File: src/rtl/fifo_drain_ctrl.sv
// Read side of a packet FIFO: tracks stored entries and streams each entry
// out byte by byte (head, length, payload) over a valid/ready interface.
module fifo_drain_ctrl #(
    parameter int DEPTH     = 3,
    parameter int WIDTH     = 11,
    parameter int UWIDTH    = 8,
    parameter int PTR_SZ    = 2,
    parameter int PTR_IN_SZ = 4
) (
    input  logic                 clk,
    input  logic                 rst_n,
    input  logic                 entry_push,
    output logic                 read_en,
    output logic [PTR_SZ-1:0]    raddr,
    output logic [PTR_IN_SZ-1:0] raddr_in,
    input  logic [UWIDTH-1:0]    rdata,
    output logic [UWIDTH-1:0]    out_data,
    output logic                 out_valid,
    input  logic                 out_ready,
    output logic                 out_last,
    output logic                 entry_pop,
    output logic                 full,
    output logic                 empty,
    output logic                 ovf,
    output logic                 len_err
);

    localparam int CNT_SZ = $clog2(DEPTH + 1);

    typedef enum logic [1:0] {IDLE, HEAD, LENGTH, PAYLOAD} state_t;

    state_t                 state_reg, state_next;
    logic [CNT_SZ-1:0]      count_reg;
    logic [PTR_SZ-1:0]      rd_ptr_reg;
    logic [PTR_IN_SZ-1:0]   idx_reg;
    logic [PTR_IN_SZ-1:0]   last_idx_reg;
    logic                   load;
    logic                   is_last;
    logic                   pop;
    logic                   push_ok;
    logic                   more;
    logic                   len_over;
    logic [PTR_IN_SZ-1:0]   len_last_idx;

    assign full     = (count_reg == CNT_SZ'(DEPTH));
    assign empty    = (count_reg == '0);
    assign raddr    = rd_ptr_reg;
    assign raddr_in = idx_reg;

    // A full FIFO still takes a push when an entry is freed in the same cycle.
    assign push_ok = entry_push && (!full || pop);
    assign more    = (count_reg > CNT_SZ'(1)) || entry_push;

    // Length field bounds: anything past WIDTH-2 payload bytes is clamped.
    assign len_over     = 32'(rdata) > 32'(WIDTH - 2);
    assign len_last_idx = len_over ? PTR_IN_SZ'(WIDTH - 1) : PTR_IN_SZ'(32'(rdata) + 32'd1);

    always_ff @(posedge clk or negedge rst_n) begin
        if (!rst_n) begin
            state_reg <= IDLE;
        end else begin
            state_reg <= state_next;
        end
    end

    always_comb begin
        state_next = state_reg;
        case (state_reg)
            IDLE:    if (count_reg != '0) state_next = HEAD;
            HEAD:    if (load) state_next = LENGTH;
            LENGTH:  if (load) state_next = is_last ? (more ? HEAD : IDLE) : PAYLOAD;
            PAYLOAD: if (pop) state_next = more ? HEAD : IDLE;
            default: state_next = IDLE;
        endcase
    end

    always_comb begin
        load    = (state_reg != IDLE) && (!out_valid || out_ready);
        is_last = 1'b0;
        case (state_reg)
            LENGTH:  is_last = (rdata == '0);
            PAYLOAD: is_last = (idx_reg == last_idx_reg);
            default: is_last = 1'b0;
        endcase
        pop     = load && is_last;
        read_en = load;
    end

    always_ff @(posedge clk or negedge rst_n) begin
        if (!rst_n) begin
            count_reg    <= '0;
            rd_ptr_reg   <= '0;
            idx_reg      <= '0;
            last_idx_reg <= '0;
            out_data     <= '0;
            out_valid    <= 1'b0;
            out_last     <= 1'b0;
            entry_pop    <= 1'b0;
            ovf          <= 1'b0;
            len_err      <= 1'b0;
        end else begin
            entry_pop <= pop;
            ovf       <= entry_push && full && !pop;
            len_err   <= load && (state_reg == LENGTH) && len_over;

            if (push_ok && !pop) begin
                count_reg <= count_reg + CNT_SZ'(1);
            end else if (pop && !push_ok) begin
                count_reg <= count_reg - CNT_SZ'(1);
            end

            if (load) begin
                out_data  <= rdata;
                out_valid <= 1'b1;
                out_last  <= is_last;
                idx_reg   <= is_last ? '0 : idx_reg + PTR_IN_SZ'(1);
                if (state_reg == LENGTH) begin
                    last_idx_reg <= len_last_idx;
                end
            end else if (out_ready) begin
                out_valid <= 1'b0;
                out_last  <= 1'b0;
            end

            if (pop) begin
                rd_ptr_reg <= (rd_ptr_reg == PTR_SZ'(DEPTH - 1)) ? '0 : rd_ptr_reg + PTR_SZ'(1);
            end
        end
    end

endmodule

File: config.mk
export PLATFORM = sky130hd
export DESIGN_NAME = fifo_drain_ctrl
export DESIGN_NICKNAME = d
export VERILOG_FILES = /design/src/rtl/fifo_drain_ctrl.sv
export SDC_FILE = /design/constraint.sdc
export NUM_CORES = 1
export LEC_CHECK = 0
export ABC_AREA = 1
export BUFFER_PORTS_ARGS = -buffer_cell sky130_fd_sc_hd__buf_2
export CAP_MARGIN = 20
export CORE_ASPECT_RATIO = 0.8
export CORE_MARGIN = 2
export CORE_UTILIZATION = 29
export CTS_BUF_LIST = sky130_fd_sc_hd__clkbuf_16
export CTS_CLUSTER_SIZE = 30
export DETAILED_ROUTE_END_ITERATION = 8
export PLACE_DENSITY = 0.6
export SYNTH_ARGS = -nofsm -noshare
export SYNTH_HDL_FRONTEND = slang
export SYNTH_SLANG_ARGS = --single-unit
File: constraint.sdc
create_clock -name clk -period 4 [get_ports clk]
set_input_delay 0.6 -clock clk [delete_from_list [all_inputs] [get_ports clk]]
set_output_delay 0.6 -clock clk [all_outputs]
set_load 0.05 [all_outputs]
Word level (Yosys, flattened, before mapping)
Cells that the tools add are included.
{"block": "word_totals", "wordCells": 69, "regBits": 27}
{"block": "classes", "order_cmp": 2, "mux": 16, "n_addsub": 5, "n_eq_ne": 10, "reduce_logical": 25}
{"op": "two-way mux 2 bit", "n": 8}
{"op": "logical AND 1 bit", "n": 9}
{"op": "adder 4 x 1 -> 4 bit, second input constant", "n": 2}
{"op": "== test 2 bit, second input constant", "n": 4}
{"op": "> comparator 8 x 4 -> 1 bit, second input constant", "n": 1}
{"op": "logical NOT 8 bit", "n": 1}
{"op": "two-way mux 4 bit", "n": 2}
{"op": "!= test 2 bit, second input constant", "n": 4}
{"op": "case mux 2 bit (4 select lines)", "n": 1}
{"op": "nonzero test 2 bit", "n": 4}
{"op": "adder 2 x 1 -> 2 bit, second input constant", "n": 2}
{"op": "== test 4 bit", "n": 1}
{"op": "logical NOT 1 bit", "n": 4}
{"op": "logical NOT 2 bit", "n": 2}
{"op": "two-way mux 1 bit", "n": 4}
{"op": "AND reduction 4 bit", "n": 1}
{"op": "logical OR 1 bit", "n": 3}
{"op": "== test 2 x 1 -> 1 bit, second input constant", "n": 1}
{"op": "> comparator 2 x 1 -> 1 bit, second input constant", "n": 1}
{"op": "case mux 1 bit (2 select lines)", "n": 1}
{"op": "AND reduction 2 bit", "n": 1}
{"op": "subtractor 2 x 1 -> 2 bit, second input constant", "n": 1}

Depth between registers and ports, before layout
{"block": "logic_depth", "word_depth": 10, "ltp_mapped": 12, "ltp_nobuf": 11}

Worst setup path before layout
No wires, ideal clock.
{"block": "synth_path", "kind": "input to register", "from": "input rdata[1]", "to": "register count_reg[1]", "path_buffers": 1, "arrival_time_ps": 1843, "required_ps": 3873, "cell_stages": 12, "slack_ps": 2030, "setup_ps": 127, "path_cell_list": "inv_1 -> ha_1 -> nand2_1 -> nor2_1 -> nand3_2 -> nand2_1 -> nand2_1 -> buf_6 -> a21oi_2 -> ha_1 -> nand2_1 -> o21ai_0"}
{"block": "synth_between", "elab_chain_cells": 8, "elab_cells_between_ends": 11}
{"item": "from (decl)", "line": "16", "rtl": "input logic [UWIDTH-1:0] rdata,"}
{"item": "logical NOT 8 bit (*)", "line": "81", "rtl": "LENGTH: is_last = (rdata == '0);"}
{"item": "case mux 1 bit (2 select lines) (*)", "line": "80", "rtl": "case (state_reg)"}
{"item": "logical AND 1 bit (*)", "line": "85", "rtl": "pop = load && is_last;"}
{"item": "logical OR 1 bit", "line": "51", "rtl": "assign push_ok = entry_push && (!full || pop);"}
{"item": "logical AND 1 bit", "line": "51"}
{"item": "logical NOT 1 bit", "line": "108", "rtl": "end else if (pop && !push_ok) begin"}
{"item": "logical AND 1 bit", "line": "108"}
{"item": "nonzero test 2 bit (no source line)"}
{"item": "to (signal assigned)", "line": "107", "rtl": "count_reg <= count_reg + CNT_SZ'(1);"}
{"item": "to (signal assigned)", "line": "109", "rtl": "count_reg <= count_reg - CNT_SZ'(1);"}
{"item": "to (decl)", "line": "33", "rtl": "logic [CNT_SZ-1:0] count_reg;"}
Mark *: on every way between the ends. The rest lies on a longest branch, timed or not.
A chain may end at the register's enable or synchronous reset.

Worst setup path after layout
Same ends and word-level chain as after synthesis.

==> results.yml <==
grt:
  grt_overflow_total: 0
  track_usage: 0.1159
  use_met1: 0.1742
  grt_start_max_net_pins: 28
  grt_first_pass_wirelength_microns: 4761
  use_met3: 0.03415
  busiest_layer: "met1"
  grt_pass1_vias: 988
  antenna_found_initial: 0
  use_met2: 0.1629
worst_setup_path:
  worstPathCellList: "buf_2 > inv_1 > ha_1 > nand2_1 > nor2_1 > nand3_2 > nand2_1 > nand2_1 > a21oi_2 > ha_1 > xor2_1 > o21ai_0"
  crit_family: "simple AND/OR/NAND/NOR gates"
  slowest_stage: "nand2_1"
  cp-start-kind: "input pin"
  ff2ff_setup_slack_ns: 2.06
  setup.worst_path.end_class: "flip-flop"
  crit_arrival_ns: 2.22
  crit_type: "input pin to flip-flop"
  crit_top_cell: "nand2_1"
  cp_max_fo: 11
  slowest_delay_ns: 0.23
  r2r-start: "raddr_in[0]"
  path_buf_inv: 2
  r2r_cells: 10
  rr_endpoint: "count_reg[1]"
  required_ns: 4.14
floorplanning:
  initial_core_util: 0.3016
  core_area_sq_mm: 0.004597
  dieArea_sq_mm: 0.005353
  die_h_microns: 65.84
  ios: 34
  num_rows: 22
  die_x_microns: 81.30
drt:
  via_per_inst: 4.218
  ant_nets: 0
  dr.pass1.iters: 4
  vias: 1084
  drtIter0Drc: 69
  wl_per_cell_microns: 10.94
  drc: 0
  drt-total-wl_microns: 2811
timing:
  hold_violations: 0
  fin_crit_sh: 0.5197
  grt_setup_unrepaired: "false"
  hold-worst-slack_ns: 0.3414
  fin_crit_ns: 2.079
  drv_slew: 0
  timing.fmax_mhz: 481.0
  setup_tns_ns: 0
  setup_viol: 0
  worst_pin_slew_ns: 0.5910
  final.setup_skew_ns: 0.004608
  max_slew_margin: 0.6060
final_layout:
  drive_above_1_share: 0.2335
  num_antenna_cells: 0
  largest_reg_flops: 8
  area_growth_pct: 21.03
  nFillCells: 476
  final_util: 0.3650
  finalNetCount: 218
clock_network:
  cts_hold_buf: 0
  clk_pin_slew_ns: 0.06
  numCtsBuffers: 3
  ctsResizeCount: 0
  clock_latency_ns: 0.26
  cts.sinks: 27
  cts_root_buf: "clkbuf_16"
  cts_buffer_depth: 2
  htreeDepth: 1
  cts_tree: "yes"
  cts_setup_buffers: 0
yosys:
  synth_edf_count: 0
  synth_cell_types: 25
  ys_ff_latch: 27
  synth_top_area_frac: 0.4874
  yosys-top-cells-count: "nand2_1 (50), dfrtp_1 (27), inv_1 (18)"
  synthArstFlopShare: 1.000
  ys_top_cells_by_area: "dfrtp_1 (49%), nand2_1 (14%), ha_1 (7.2%)"
  ys_seq_area_frac: 0.4874
  synth_ff_type: "dfrtp_1"
  syn-cell-area_sq_mm: 0.001386
  synth_cells: 163
  syn_nets: 183
  synth.most_common_cell: "nand2_1"
  synth_top_area_cell: "dfrtp_1"
  synth_area_per_cell_sq_um: 8.505
  yosysWarnings: 0
place:
  gp_congestion: 0.7513
  port_buffers: 33
  hpwlAfterDp_microns: 2111
outcome:
  status: "completed"
power:
  p_per_area_mw_per_mm2: 922.6
  p_leak_uw: 0.0009093
  total_power_uw: 1548
  vdd_drop_max_mv: 0.3165
flow_run:
  max_cap_viol_count: 0
min_path:
  worst_hold_path_type: "input pin to asynchronous set/reset pin"
-- worst max-delay path by stage --
stage | from | to | slack, ns | cells after the start
floorplan | rdata[1] | count_reg[1] | 2.03 | 12
global placement | rdata[1] | count_reg[1] | 1.71 | 12
detailed placement | rdata[1] | count_reg[1] | 1.67 | 12
CTS | state_reg[1] | read_en | 1.93 | 3
global route | rdata[1] | count_reg[1] | 1.67 | 12
finish | rdata[1] | count_reg[1] | 1.92 | 12
-- cell families after synthesis --
family	synth area share
AO/OA/AOI/OAI	0.07491
XOR/XNOR	0.04422
adder cells (fa/ha/maj)	0.07221
buffers and inverters	0.07941
flip-flops	0.4874
AND/OR/NAND/NOR	0.2419
-- per-stage QoR --
stage | area (sq um) | worst slack (ns) | instances
global route | 1678 | 1.668 | 257
finish | 1678 | 1.921 | 257
floorplan | 1386 | 2.030 | 163
CTS | 1678 | 1.929 | 257
detailed placement | 1599 | 1.670 | 253
global placement | 1599 | 1.711 | 253
-- routing by layer --
metal | up-vias | part of all wire
met5 | - | 0
met4 | 0 | 0.0050
li1 | 576 | -
met3 | 2 | 0.046
met1 | 486 | 0.53
met2 | 20 | 0.42
-- cells in the final DEF, fill, tap and decap left out, drive strengths merged, types with 3 or more instances in the layout --
| cell type | n |
|---|---|
| buf | 33 |
| clkbuf | 3 |
| dfrtp | 27 |
| ha | 8 |
| inv | 22 |
| nand2 | 51 |
| nand3 | 8 |
| nor2 | 14 |
| o21ai | 13 |
| o31ai | 3 |
| xnor2 | 3 |
| xor2 | 4 |
-- layout make-up --
class / count / area, sq um / share of cell area
clock buffer: 3 / 75.07 / 0.04474
clock inverter: 1 / 3.754 / 0.002237
inverter: 22 / 82.58 / 0.04922
multi-input combinational: 111 / 600.6 / 0.3579
sequential: 27 / 675.6 / 0.4027
tap: 60 / 75.07 / 0.04474
timing repair buffer: 33 / 165.2 / 0.09843
-- where the power goes --
part	switching (uW)	internal, uW	leakage (uW)
Clock	86.0	134	0.0000423
Sequential	107	388	0.000333
Combinational	612	222	0.000534
Power figures use the tool's default switching activity.
